--- src/rtl/pipe_fetch_pkg.sv ---
// Shared types for the instruction prefetch queue: FSM states, the queue entry
// layout and the datapath widths.
package pipe_fetch_pkg;

  localparam int INST_W = 32;
  localparam int ADDR_W = 32;
  localparam logic [INST_W-1:0] NOP_INST = 32'h0000_0000;

  typedef enum logic [1:0] {
    IDLE    = 2'd0,
    WAIT    = 2'd1,
    DISCARD = 2'd2
  } fetch_state_t;

  typedef struct packed {
    logic [ADDR_W-1:0] pc;
    logic [ADDR_W-1:0] pc_plus_4;
    logic [INST_W-1:0] inst;
  } fetch_entry_t;

endpackage

--- src/rtl/fetch_queue_fifo.sv ---
// Circular buffer of fetched entries with push, pop, flush and an occupancy count.
// Storage is not reset; only the pointers and the count are.
module fetch_queue_fifo
  import pipe_fetch_pkg::*;
#(
  parameter int DEPTH = 4
) (
  input  logic                     clock,
  input  logic                     resetn,
  input  logic                     push,
  input  fetch_entry_t             push_entry,
  input  logic                     pop,
  input  logic                     flush,
  output fetch_entry_t             head,
  output logic [$clog2(DEPTH):0]   count
);

  localparam int PW = $clog2(DEPTH);
  localparam int CW = PW + 1;

  fetch_entry_t      mem [DEPTH];
  logic [PW-1:0]     wr_ptr;
  logic [PW-1:0]     rd_ptr;

  // DEPTH is a power of two, so pointers wrap by natural overflow.
  always_ff @(posedge clock or negedge resetn) begin
    if (!resetn) begin
      wr_ptr <= '0;
      rd_ptr <= '0;
      count  <= '0;
    end else if (flush) begin
      wr_ptr <= '0;
      rd_ptr <= '0;
      count  <= '0;
    end else begin
      if (push) wr_ptr <= wr_ptr + 1'b1;
      if (pop)  rd_ptr <= rd_ptr + 1'b1;
      count <= count + CW'(push) - CW'(pop);
    end
  end

  always_ff @(posedge clock) begin
    if (push && !flush) mem[wr_ptr] <= push_entry;
  end

  assign head = mem[rd_ptr];

endmodule

--- src/rtl/pipe_fetch_queue.sv ---
// Instruction prefetch queue: one-outstanding imem handshake, DEPTH-entry buffer,
// redirect flush. Optional same-cycle bypass via `define PIPE_FETCH_BYPASS_EN.
module pipe_fetch_queue
  import pipe_fetch_pkg::*;
#(
  parameter int                DEPTH    = 4,
  parameter logic [ADDR_W-1:0] RESET_PC = 32'h0000_0000
) (
  input  logic              clock,
  input  logic              resetn,
  input  logic              redirect,
  input  logic [ADDR_W-1:0] redirect_pc,
  input  logic              deq,
  output logic              out_valid,
  output logic [ADDR_W-1:0] out_pc,
  output logic [ADDR_W-1:0] out_pc_plus_4,
  output logic [INST_W-1:0] out_inst,
  output logic              imem_req,
  output logic [ADDR_W-1:0] imem_addr,
  input  logic              imem_ack,
  input  logic [INST_W-1:0] imem_rdata
);

  localparam int CW = $clog2(DEPTH) + 1;
  localparam logic [CW-1:0] DEPTH_C = CW'(DEPTH);

  fetch_state_t      state;
  logic [ADDR_W-1:0] fetch_pc;
  logic [ADDR_W-1:0] req_pc;
  logic [ADDR_W-1:0] fetch_pc_plus_4;
  logic [ADDR_W-1:0] redirect_pc_a;
  logic [CW-1:0]     q_count;
  logic [CW-1:0]     next_count;
  fetch_entry_t      q_head;
  fetch_entry_t      push_entry;
  logic              kept_ack;
  logic              deq_fire;
  logic              push;
  logic              pop;
  logic              q_empty;
  logic              bypass_hit;

  assign fetch_pc_plus_4 = fetch_pc + 32'd4;
  assign redirect_pc_a   = redirect_pc & ~32'h3;
  assign q_empty         = (q_count == '0);
  assign kept_ack        = (state == WAIT) & imem_ack & ~redirect;

`ifdef PIPE_FETCH_BYPASS_EN
  assign bypass_hit = q_empty & kept_ack;
`else
  assign bypass_hit = 1'b0;
`endif

  assign out_valid  = ~q_empty | bypass_hit;
  assign deq_fire   = deq & out_valid & ~redirect;
  // A bypassed word consumed in the same cycle never enters the buffer.
  assign push       = kept_ack & ~(bypass_hit & deq_fire);
  assign pop        = deq_fire & ~q_empty;
  assign next_count = q_count + CW'(kept_ack) - CW'(deq_fire);
  assign push_entry = '{pc: fetch_pc, pc_plus_4: fetch_pc_plus_4, inst: imem_rdata};

  fetch_queue_fifo #(.DEPTH(DEPTH)) u_fifo (
    .clock      (clock),
    .resetn     (resetn),
    .push       (push),
    .push_entry (push_entry),
    .pop        (pop),
    .flush      (redirect),
    .head       (q_head),
    .count      (q_count)
  );

  always_comb begin
    out_pc        = '0;
    out_pc_plus_4 = '0;
    out_inst      = NOP_INST;
    if (bypass_hit) begin
      out_pc        = fetch_pc;
      out_pc_plus_4 = fetch_pc_plus_4;
      out_inst      = imem_rdata;
    end else if (!q_empty) begin
      out_pc        = q_head.pc;
      out_pc_plus_4 = q_head.pc_plus_4;
      out_inst      = q_head.inst;
    end
  end

  assign imem_addr = req_pc;

  always_ff @(posedge clock or negedge resetn) begin
    if (!resetn) begin
      state    <= IDLE;
      imem_req <= 1'b0;
      req_pc   <= '0;
      fetch_pc <= RESET_PC & ~32'h3;
    end else if (redirect) begin
      fetch_pc <= redirect_pc_a;
      case (state)
        IDLE: begin
          state    <= WAIT;
          imem_req <= 1'b1;
          req_pc   <= redirect_pc_a;
        end
        WAIT: begin
          if (imem_ack) req_pc <= redirect_pc_a;
          else          state  <= DISCARD;
        end
        DISCARD: ;
        default: begin
          state    <= IDLE;
          imem_req <= 1'b0;
        end
      endcase
    end else begin
      case (state)
        IDLE: begin
          if (next_count < DEPTH_C) begin
            state    <= WAIT;
            imem_req <= 1'b1;
            req_pc   <= fetch_pc;
          end
        end
        WAIT: begin
          if (imem_ack) begin
            fetch_pc <= fetch_pc_plus_4;
            if (next_count < DEPTH_C) begin
              req_pc <= fetch_pc_plus_4;
            end else begin
              state    <= IDLE;
              imem_req <= 1'b0;
            end
          end
        end
        DISCARD: begin
          // The stale word is dropped; fetch_pc already holds the redirect target.
          if (imem_ack) begin
            state  <= WAIT;
            req_pc <= fetch_pc;
          end
        end
        default: begin
          state    <= IDLE;
          imem_req <= 1'b0;
        end
      endcase
    end
  end

endmodule

--- config.mk ---
export PLATFORM = sky130hd
export DESIGN_NAME = pipe_fetch_queue
export DESIGN_NICKNAME = d
export VERILOG_FILES = /design/src/rtl/pipe_fetch_pkg.sv /design/src/rtl/fetch_queue_fifo.sv /design/src/rtl/pipe_fetch_queue.sv
export SDC_FILE = /design/constraint.sdc
export NUM_CORES = 1
export LEC_CHECK = 0
export CORE_ASPECT_RATIO = 0.8
export CORE_MARGIN = 8
export CORE_UTILIZATION = 59
export CTS_BUF_LIST = sky130_fd_sc_hd__clkbuf_8
export DETAILED_ROUTE_END_ITERATION = 10
export PLACE_DENSITY = 0.82
export SYNTH_ARGS = -nofsm -noshare
export SYNTH_HDL_FRONTEND = slang
export SYNTH_SLANG_ARGS = --single-unit
--- constraint.sdc ---
create_clock -name clock -period 5.45 [get_ports clock]
set_clock_uncertainty 0.05 [all_clocks]
set_input_delay 1.3625 -clock clock [delete_from_list [all_inputs] [get_ports clock]]
set_output_delay 1.3625 -clock clock [all_outputs]
set_load 0.02 [all_outputs]
==> impl_metrics.yaml, run 1 <==
sta:
  max_slew_margin_pct: 29.5
  period_share_pct: 86.2
  layout_setup_ws_ns: 0.749
  rsz0062_at_grt: "false"
  tightest_slew_ns: 1.06
  setup_violations: 0
  max_freq_ghz: 0.213
  slew_viol_final: 0
  tns_ns: 0
  hold_violations: 0
  layout_min_cycle_time_ns: 4.70
routing:
  viasPerCell: 6.13
  avgRoutedWirePerCell_um: 24.3
  drtAntennaViolNets: 0
  drtIter0Drc: 1097
  vias: 11300
  first_pass_iters: 5
  drcViolationCount: 0
  routed_wl_um: 44600
logic_synthesis:
  synth_ff_type: "edfxtp_1"
  synthDistinctLibCells: 56
  syn_area_mm2: 0.0189
  synth_most_common_cell: "edfxtp_1"
  synth_top_area_share_pct: 58.4
  ys_top_cells_by_count: "368 x edfxtp_1, 100 x and2_1, 92 x mux4_2, 71 x dfrtp_1, 45 x xnor2_1"
  syn_area_per_cell_um2: 16.3
  seq_area_frac_synth_pct: 67.8
  synth_warnings: 0
  synth_area_leaders: "edfxtp_1 58%, mux4_2 11%, dfrtp_1 9.4%"
  yosysTopAreaCell: "edfxtp_1"
  syn_inst: 1161
  synth_edf_count: 368
  async_flop_share_pct: 16.2
  ys_ff_latch: 439
global_routing:
  grt_max_degree: 72
  grt_pass1_vias: 11500
  grt_pass1_wl_um: 68300
  antenna_found_initial: 0
  grt.overflow.total: 0
  grt_usage_pct: 23.2
pwr:
  powerDensity_mw_per_mm2: 455
  leakage_nw: 7.56
  vdd.ir_drop.worst_mv: 0.314
flow_run:
  max_cap_viol_count: 0
clock_network:
  cts_buffers: 68
  post_cts_resized: 0
  ctsHoldBuffers: 0
  postCtsSetupBuffers: 0
  clockBufferDepth: 3
  clkSinkCount: 439
  root_buffer: "clkbuf_8"
  clkLatencyLatePin_ns: 0.59
  htree_levels: 3
  clk_pin_slew_ns: 0.07
  cts_tree: "built"
placed_design:
  dp_slack_ns: 0.341
  gp_congestion: 0.943
  dp_hpwl_um: 28800
  port_buffers: 192
setup_path:
  crit_type: "in -> reg"
  r2r_cells: 12
  required_ns: 5.87
  path_max_fanout: 10
  end_kind: "register"
  cp-start-kind: "input pin"
  r2r_setup_slack_ns: 1.07
  critPathArrivalTime_ns: 5.13
die:
  start_util_pct: 60.1
  row_count: 58
  die-height_um: 176
  io_pins: 199
  core-area_mm2: 0.0315
  die_area_mm2: 0.0381
  die_width_um: 216
final_layout:
  diodes: 0
  synthToLayoutAreaGrowth_pct: 19.1
  drive_gt1_share_pct: 18.0
  nNetsFinal: 1447
  n_fill_cell: 2007
min_path:
  holdPathStages: 1
  worst_hold_path_type: "reg -> reg"
status:
  outcome: "finished, final reports clean"
-- state kept, by name, summed over array words and instances, names as in the netlist --
signal and flops:
u_fifo.mem 368, imem_addr 31, fetch_pc 30, u_fifo.count 3, state 2, u_fifo.rd_ptr 2, u_fifo.wr_ptr 2, imem_req 1
-- routing by layer --
| layer | global-route usage [%] | vias to the layer above | routed length [µm] |
|---|---|---|---|
| li1 | - | 4886 | - |
| met1 | 33.5 | 5704 | 18900 |
| met4 | 8.22 | 0 | 1270 |
| met3 | 5.15 | 99 | 3920 |
| met2 | 34.9 | 585 | 20500 |
| met5 | 0 | - | 0 |
-- critical path, cell delays in order --
cell and delay (ns):
clkdlybuf4s50_1 0.60, nand2_1 0.12, nor2_1 0.32, ha_1 0.22
ha_1 0.25, nor4b_2 0.41, a211oi_1 0.16, nor2_1 0.75
nand2_1 0.51, o31a_1 0.42
-- metrics by stage --
step	std cells	instance area (µm²)	power, mW	hold slack [ns]	util (%)
finish	1839	22500	10.3	0.464	71.6
global route	1839	22500	10.7	0.489	71.6
CTS	1839	22500	10.3	0.473	71.6
detailed placement	1715	21300	7.77	0.446	67.5
global placement	1715	21300	7.70	0.448	67.5
floorplan	1164	18900	6.29	0.421	-
-- final timing paths --
check	start	to
min in group asynchronous	resetn	imem_addr[3]
setup reg to reg	state[1]	imem_addr[24]
hold reg to reg	imem_addr[8]	imem_addr[8]
hold / removal	imem_addr[8]	imem_addr[8]
setup / recovery	imem_ack	imem_addr[24]
max in group asynchronous	resetn	u_fifo.rd_ptr[1]
-- layout make-up --
cell class                 count  area (µm²)  area share [%]
multi-input combinational    622        5660            25.1
sequential                   439       12800            56.9
clock buffer                  76        1050            4.64
inverter                      19        71.3           0.316
clock inverter                48         229            1.02
timing repair buffer         215        2180            9.67
tap                          420         526            2.33
-- placed cells by master (no fill, tap or decap), drive strengths merged, types with 5 or more instances in the layout --
| master | instances |
|---|---|
| clkinv | 12 |
| and4 | 9 |
| clkdlybuf4s50 | 191 |
| mux4 | 92 |
| ha | 13 |
| nor3 | 22 |
| dfrtp | 71 |
| mux2i | 5 |
| o21ai | 30 |
| and2 | 100 |
| nand2 | 42 |
| nand3 | 25 |
| a211oi | 6 |
| edfxtp | 368 |
| mux2 | 32 |
| and3 | 5 |
| or2 | 6 |
| buf | 24 |
| a31oi | 9 |
| xor2 | 27 |
| a21oi | 25 |
| nor4 | 8 |
| o31ai | 6 |
| xnor2 | 45 |
| a41oi | 7 |
| clkbuf | 76 |
| nor2 | 44 |
| nand4 | 28 |
| inv | 50 |
-- cells by family (layout without fill, tap and decap cells) --
| family | count (synthesis) | count (layout) | synth area share [%] |
|---|---|---|---|
| flops | 439 | 439 | 67.8 |
| buf+inv | 103 | 358 | 2.41 |
| simple gates | 308 | 308 | 9.34 |
| compound gates | 96 | 96 | 3.14 |
| mux | 129 | 129 | 13.1 |
| other cells | 1 | 4 | 0.0198 |
| fa+ha+maj | 13 | 13 | 0.860 |
| xor+xnor | 72 | 72 | 3.33 |
-- power by group --
part | switching [mW] | internal [mW]
Combinational | 1.81 | 1.57
Clock | 1.24 | 1.33
Sequential | 0.300 | 4.02
(Power assumes the default switching activity.)
==> run 2, diff against run 1 <==
CTS_CLUSTER_SIZE = 30   (was unset)
==> results of run 2 <==
The final DEF is identical to that of run 1; final timing and power are the same.
